### src/rtl/alu_seq_pkg.sv
// Shared types for the ALU operand sequencer: FSM state encoding and default data width.
package alu_seq_pkg;

  localparam int DEFAULT_WIDTH = 4;

  typedef enum logic [1:0] {
    S_LOAD_A = 2'd0,
    S_LOAD_B = 2'd1,
    S_EXEC   = 2'd2,
    S_SHOW   = 2'd3
  } seq_state_t;

endpackage

### src/rtl/alu_operand_sequencer_debounce.sv
// Push-button conditioner: 2-flop synchronizer, stability-counter debouncer and
// single-cycle pulse on the rising edge of the debounced level.
module btn_debounce #(
  parameter int DEBOUNCE_CYCLES = 500000,
  localparam int CNT_W = $clog2(DEBOUNCE_CYCLES + 1)
) (
  input  logic clk,
  input  logic rst,
  input  logic btn,
  output logic pulse
);

  localparam logic [CNT_W-1:0] CNT_LAST = CNT_W'(DEBOUNCE_CYCLES - 1);
  localparam logic [CNT_W-1:0] CNT_ONE  = CNT_W'(1);

  logic [1:0]       sync;
  logic             stable;
  logic             stable_d;
  logic [CNT_W-1:0] cnt;

  // Level flips only after DEBOUNCE_CYCLES consecutive disagreeing samples.
  always_ff @(posedge clk or posedge rst) begin
    if (rst) begin
      sync     <= 2'b00;
      stable   <= 1'b0;
      stable_d <= 1'b0;
      cnt      <= '0;
      pulse    <= 1'b0;
    end else begin
      sync     <= {sync[0], btn};
      stable_d <= stable;
      pulse    <= stable & ~stable_d;
      if (sync[1] != stable) begin
        if (cnt == CNT_LAST) begin
          stable <= sync[1];
          cnt    <= '0;
        end else begin
          cnt <= cnt + CNT_ONE;
        end
      end else begin
        cnt <= '0;
      end
    end
  end

endmodule

### src/rtl/alu_operand_sequencer.sv
// Captures two operands from the switches on LOAD presses, presents them to the
// ALU, and latches the settled result for display; CLEAR returns to idle.
module alu_operand_sequencer
  import alu_seq_pkg::*;
#(
  parameter int WIDTH           = alu_seq_pkg::DEFAULT_WIDTH,
  parameter int DEBOUNCE_CYCLES = 500000
) (
  input  logic             clk,
  input  logic             rst,
  input  logic [WIDTH-1:0] sw_i,
  input  logic             btn_load_i,
  input  logic             btn_clear_i,
  input  logic [WIDTH-1:0] res_i,
  output logic [WIDTH-1:0] a_o,
  output logic [WIDTH-1:0] b_o,
  output logic [WIDTH-1:0] result_o,
  output logic             result_valid_o,
  output logic [1:0]       state_o
);

  logic [1:0] rst_sync;
  logic       rst_int;
  logic       load_p;
  logic       clear_p;

  seq_state_t state;
  seq_state_t next_state;

  logic load_a_en;
  logic load_b_en;
  logic capture_en;
  logic clear_en;

  // Reset asserts immediately but releases two clocks after rst falls.
  always_ff @(posedge clk or posedge rst) begin
    if (rst) begin
      rst_sync <= 2'b11;
    end else begin
      rst_sync <= {rst_sync[0], 1'b0};
    end
  end

  assign rst_int = rst_sync[1];

  btn_debounce #(
    .DEBOUNCE_CYCLES(DEBOUNCE_CYCLES)
  ) u_load_debounce (
    .clk  (clk),
    .rst  (rst_int),
    .btn  (btn_load_i),
    .pulse(load_p)
  );

  btn_debounce #(
    .DEBOUNCE_CYCLES(DEBOUNCE_CYCLES)
  ) u_clear_debounce (
    .clk  (clk),
    .rst  (rst_int),
    .btn  (btn_clear_i),
    .pulse(clear_p)
  );

  always_ff @(posedge clk or posedge rst_int) begin
    if (rst_int) begin
      state <= S_LOAD_A;
    end else begin
      state <= next_state;
    end
  end

  always_comb begin
    next_state = state;
    if (clear_p) begin
      next_state = S_LOAD_A;
    end else begin
      case (state)
        S_LOAD_A: if (load_p) next_state = S_LOAD_B;
        S_LOAD_B: if (load_p) next_state = S_EXEC;
        S_EXEC:   next_state = S_SHOW;
        S_SHOW:   if (load_p) next_state = S_LOAD_B;
        default:  next_state = S_LOAD_A;
      endcase
    end
  end

  // S_EXEC gives the ALU one full cycle to settle before the result is captured.
  always_comb begin
    load_a_en  = 1'b0;
    load_b_en  = 1'b0;
    capture_en = 1'b0;
    clear_en   = clear_p;
    if (!clear_p) begin
      case (state)
        S_LOAD_A: load_a_en  = load_p;
        S_LOAD_B: load_b_en  = load_p;
        S_EXEC:   capture_en = 1'b1;
        S_SHOW:   load_a_en  = load_p;
        default:  load_a_en  = 1'b0;
      endcase
    end
  end

  always_ff @(posedge clk or posedge rst_int) begin
    if (rst_int) begin
      a_o            <= '0;
      b_o            <= '0;
      result_o       <= '0;
      result_valid_o <= 1'b0;
    end else if (clear_en) begin
      a_o            <= '0;
      b_o            <= '0;
      result_o       <= '0;
      result_valid_o <= 1'b0;
    end else begin
      if (load_a_en) begin
        a_o            <= sw_i;
        result_valid_o <= 1'b0;
      end
      if (load_b_en) begin
        b_o <= sw_i;
      end
      if (capture_en) begin
        result_o       <= res_i;
        result_valid_o <= 1'b1;
      end
    end
  end

  assign state_o = state;

endmodule

### config.mk
export PLATFORM = sky130hd
export DESIGN_NAME = alu_operand_sequencer
export DESIGN_NICKNAME = d
export VERILOG_FILES = /design/src/rtl/alu_seq_pkg.sv /design/src/rtl/alu_operand_sequencer_debounce.sv /design/src/rtl/alu_operand_sequencer.sv
export SDC_FILE = /design/constraint.sdc
export NUM_CORES = 1
export LEC_CHECK = 0
export ABC_AREA = 1
export CORE_UTILIZATION = 55
export CTS_BUF_LIST = sky130_fd_sc_hd__clkbuf_16
export DETAILED_ROUTE_END_ITERATION = 10
export PLACE_DENSITY = 0.79
export SETUP_SLACK_MARGIN = 0.2
export SYNTH_ARGS = -nofsm -noshare
export SYNTH_HDL_FRONTEND = slang
export SYNTH_SLANG_ARGS = --single-unit
### constraint.sdc
create_clock -name clk -period 2.53 [get_ports clk]
set_input_delay 0.253 -clock clk [delete_from_list [all_inputs] [get_ports clk]]
set_output_delay 0.253 -clock clk [all_outputs]
set_load 0.02 [all_outputs]
### Word-level counts from Yosys, hierarchy flattened

Index checks and enable logic that the tools add are counted.

* input bits: 12
* register bits: 65
* word-level logic and storage cells: 63
* output and inout bits: 15

* bitwise logic cells: 4
* add/sub/neg operators: 2
* mux-type cells: 23
* reduce and logical (&&, ||, !) cells: 9
* equal/unequal tests: 9

Operators with widths (count)
* $mux W19: 4
* $add A19 B1 Y19 const B: 2
* $eq A19 B19 Y1 const B: 2
* $mux W4: 6
* $mux W1: 9
* $mux W2: 3
* $ne A3 B1 Y1 const B: 2
* $pmux W2 S3: 1
* $reduce_and A2 Y1: 3
* $reduce_bool A2 Y1: 3
* $eq A2 B2 Y1 const B: 2
* $reduce_bool A3 Y1: 1
* $and A1 B1 Y1: 2
* $eq A2 B1 Y1 const B: 1
* $logic_not A2 Y1: 1
* $ne A1 B1 Y1: 2
* $not A1 Y1: 2
* $reduce_or A2 Y1: 1

### Depth between registers and ports, before layout

* depth in word-level cells: 7
* mapped depth: 8
* mapped depth without buffers: 8

### Hierarchy

From an unflattened synthesis, not the netlist that was laid out.

* cells, all modules: 401
* area total of the unflattened synthesis: 3392.0 µm²

Modules (own cells, without submodules)
* btn_debounce: seq. area each 600.6 µm², times used 2, area each 1290.0 µm², cells an instance 154
* alu_operand_sequencer: seq. area each 427.9 µm², times used 1, area each 812.0 µm², cells an instance 93

### Worst setup path after synthesis

OpenSTA, ideal clock, no wires.

* kind: flip-flop to flip-flop
* start: register state[0] (netlist: state_o[0])
* end: register a_o[0]
* data required time: 2.405 ns
* path buffers: 0
* slack: 1.038 ns
* period minus slack after synthesis: 1.492 ns
* cell stages (with the launch flop): 6
* arrival time: 1.367 ns
* setup time: 0.125 ns
* cell sequence: dfrtp_1 inv_1 ha_1 nand2_1 nand2_1 mux2_2

* longest elaborated chain between the ends: 5
* elaborated cells between the ends (all ways): 6
* classes of those cells: 1 x eq/ne; 2 x mux; 3 x reduce/logical

Ends and longest elaborated chain
* from (decl): line alu_operand_sequencer.sv:27 `seq_state_t state;`
* from (signal assigned): line alu_operand_sequencer.sv:68 `state <= next_state;`
* $eq A2 B2 Y1 or $logic_not A2 Y1 (tied branches): line alu_operand_sequencer.sv:94 `case (state)`
* $reduce_or A2 Y1 (no line) (*)
* $mux W1 (*): line alu_operand_sequencer.sv:94
* $mux W1 (*): line alu_operand_sequencer.sv:93 `if (!clear_p) begin`
* $reduce_bool A2 Y1 (no line) (*)
* to (signal assigned): line alu_operand_sequencer.sv:117 `a_o <= sw_i;`
* to (decl): line alu_operand_sequencer.sv:15 `output logic [WIDTH-1:0] a_o,`

Mark *: on every way between the ends. The rest lies on a longest branch, timed or not.
A chain may end at the register's enable or synchronous reset.

### Worst setup path in the final report

* start: register state[0] (netlist: state_o[0])
* end: output state_o[0]

RTL lines
* to (decl): line alu_operand_sequencer.sv:19 `output logic [1:0] state_o`

No word-level cell between the ends.

==> flow_summary.toml <==
[cells_and_area]
final_cells = 499
final_nets = 440
drive_gt1_share_pct = 11.0
syn2layout_area_growth_pct = 19.3
antenna_cells = 0
fin_area_sq_um = 3840

[floorplan]
core_area_sq_um = 5570
start_util_pct = 57.8
rows = 27
io_pins = 27
fp.dieH_microns = 78.5
die_area_sq_um = 6160
die_w_microns = 78.5

[worst_setup_path]
start_kind = "flip-flop"
end_kind = "output pin"
r2r_setup_slack_ns = 1.03
cpMaxStageDelayCell = "clkdlybuf4s50_1"
r2r_cells = 6
cp_data_required_time_ns = 2.28
r2r_start = "u_clear_debounce.cnt[0]$_DFF_PP0_"
cp_max_fo = 4
crit_chain = "clkdlybuf4s50_1"
crit_path_max_incr_delay_ns = 0.62
r2r-end = "u_clear_debounce.cnt[17]$_DFF_PP0_"
cp_top_family = "buffers and inverters"
path_class = "reg2out"
critPathBufInv = 1
crit_arrival_ns = 1.32

[clock_tree]
cts.sinks = 65
ctsHoldBuffers = 0
htree_num_levels = 3
clkLatencyLatePin_ns = 0.32
cts_root_buffer = "clkbuf_16"
postCtsSetupBuffers = 0
cts.repair.resized = 0
clockBufferDepth = 2
clkTransAtPathRegs_ns = 0.05
numCtsBuffers = 9
cts_tree = "built"

[grt]
grt_max_degree = 37
track_usage_pct = 23.0
overflow = 0
grt_pass1_vias = 2520
grt_pass1_wl_microns = 10900
antenna_found_initial = 0

[routing]
drtIter0Drc = 136
routed_via_density = 5.04
final_antenna_net_count = 0
via_count = 2515
wl_microns = 6110
wl_per_cell_microns = 12.2
firstDrtPassIters = 4
post-route-drc-count = 0

[sta]
rsz0062_at_grt = "no"
fmax_ghz = 0.635
finalHoldViolCount = 0
layout_min_cycle_time_ns = 1.57
worst_pin_slew_ns = 0.750
max_slew_margin_pct = 49.9
fin_ws_ns = 0.956
final_max_slew_viol_count = 0
fin_crit_sh_pct = 62.2
setup-tns-final_ns = 0
setup_viol_count_final = 0
skew_ns = 0.00478

[pwr]
pwr_density_cell_nw_per_um2 = 593
irDropWorstVdd_mv = 0.438
p_leak_nw = 1.77
finalPower_mw = 2.28

[placed_design]
placed_cell_area_sq_um = 3560
io_buffers = 26
hpwlAfterDp_microns = 4370
dpl.cell_count = 484
pre_cts_ws_ns = 1.08
routabilityCongestion = 0.866

[synth]
ys_ff_latch = 65
ys_seq_area_share_pct = 50.6
yosysUniqueCellTypes = 30
netlist_area_sq_um = 3220
yosysWarnings = 0
synth_area_per_cell_sq_um = 8.32
synthCells = 387
synthesis.nets = 404

[worst_hold_path]
hold_class = "in2async"

[flow_run]
maxCapViolations = 0

[status]
status = "completed"
power by group:
part,total [mW],internal [mW],switching (mW),leakage (nW)
Clock,1.14,0.742,0.397,0.147
Sequential,1.06,1.06,0.00881,0.866
Combinational,0.0755,0.0285,0.0470,0.760
Yosys cell counts:
master | n | area (sq um)
xor2_1 | 12 | 105
ha_1 | 5 | 62.6
nor2_2 | 7 | 43.8
conb_1 | 1 | 3.75
nand2_1 | 70 | 263
xor2_2 | 1 | 16.3
o21ai_1 | 4 | 20.0
nor3_1 | 4 | 20.0
xnor2_1 | 6 | 52.6
o21ai_0 | 7 | 35.0
or2_1 | 1 | 6.26
xnor2_2 | 1 | 16.3
mux2_2 | 8 | 90.1
dfrtp_1 | 63 | 1580
buf_6 | 1 | 11.3
nor2_1 | 89 | 334
nand2_2 | 5 | 31.3
inv_2 | 1 | 3.75
or2_2 | 1 | 6.26
nor3b_1 | 1 | 7.51
a21oi_1 | 9 | 45.0
buf_2 | 1 | 5.00
inv_1 | 48 | 180
nand3_2 | 2 | 20.0
and3_1 | 1 | 6.26
nand4_1 | 5 | 31.3
nand3_1 | 27 | 135
clkbuf_2 | 1 | 5.00
dfstp_2 | 2 | 52.6
nor2_4 | 3 | 33.8
flip-flops by register name, summed over array words and instances (netlist names):
register and flops:
u_clear_debounce.sync 2, u_load_debounce.stable_d 1, result_valid_o 1, u_clear_debounce.pulse 1, b_o 4, u_clear_debounce.cnt 19
state_o 2, result_o 4, u_load_debounce.sync 2, u_clear_debounce.stable_d 1, u_load_debounce.pulse 1, a_o 4
u_load_debounce.stable 1, u_load_debounce.cnt 19, rst_sync 2, u_clear_debounce.stable 1
cells in the final DEF, fill, tap and decap left out:
| cell | instances |
|---|---|
| a21oi_1 | 9 |
| and3_1 | 1 |
| buf_4 | 2 |
| bufinv_16 | 1 |
| clkbuf_16 | 9 |
| clkdlybuf4s50_1 | 26 |
| clkinv_2 | 3 |
| conb_1 | 1 |
| dfrtp_1 | 63 |
| dfstp_2 | 2 |
| ha_1 | 5 |
| inv_1 | 49 |
| inv_2 | 2 |
| mux2_2 | 8 |
| nand2_1 | 70 |
| nand2_2 | 5 |
| nand3_1 | 27 |
| nand3_2 | 2 |
| nand4_1 | 5 |
| nor2_1 | 89 |
| nor2_2 | 7 |
| nor2_4 | 3 |
| nor3_1 | 4 |
| nor3b_1 | 1 |
| o21ai_0 | 7 |
| o21ai_1 | 4 |
| or2_1 | 1 |
| or2_2 | 1 |
| xnor2_1 | 6 |
| xnor2_2 | 1 |
| xor2_1 | 12 |
| xor2_2 | 1 |
layer usage:
metal	global-route usage (%)	wire length, microns
met1	29.5	2910
met2	37.2	2870
met3	4.19	199
met4	12.0	138
met5	0	0
how the worst max path moves through the flow:
| stage | slack [ns] | cells after the start | end | start |
|---|---|---|---|---|
| final | 0.96 | 1 | state_o[0] | state_o[0]$_DFFE_PP0P_ |
| after global routing | 0.84 | 6 | u_clear_debounce.cnt[16]$_DFF_PP0_ | u_clear_debounce.cnt[0]$_DFF_PP0_ |
| after CTS | 0.95 | 1 | state_o[0] | state_o[0]$_DFFE_PP0P_ |
| after detailed placement | 1.08 | 5 | a_o[0]$_DFFE_PP0P_ | state_o[0]$_DFFE_PP0P_ |
| after global placement | 1.14 | 6 | u_clear_debounce.cnt[18]$_DFF_PP0_ | u_clear_debounce.cnt[0]$_DFF_PP0_ |
| after floorplan | 0.62 | 1 | a_o[0]$_DFFE_PP0P_ | rst_sync[1]$_DFF_PP1_ |
stage by stage:
step | util, % | hold slack, ns
floorplan | - | 0.165
global placement | 63.9 | 0.332
detailed placement | 63.9 | 0.335
CTS | 68.9 | 0.250
global route | 68.9 | 0.306
finish | 68.9 | 0.255
cell type report:
| class | instances | area [sq um] |
|---|---|---|
| Sequential cell | 65 | 1630 |
| Clock buffer | 9 | 225 |
| Multi-Input combinational cell | 270 | 1390 |
| Inverter | 49 | 184 |
| Clock inverter | 6 | 52.6 |
| Fill cell | 434 | 1730 |
| Tap cell | 72 | 90.1 |
| Timing Repair Buffer | 28 | 275 |
cell families (layout without fill, tap and decap cells):
logic type | after synthesis | in the layout | synth area share, %
AND/OR/NAND/NOR | 216 | 216 | 29.1
buffers and inverters | 52 | 92 | 6.37
multiplexers | 8 | 8 | 2.80
other | 1 | 1 | 0.116
adder cells (fa/ha/maj) | 5 | 5 | 1.94
flip-flops | 65 | 65 | 50.6
AO/OA/AOI/OAI | 20 | 20 | 3.11
XOR/XNOR | 20 | 20 | 5.91
(Power assumes the default switching activity.)
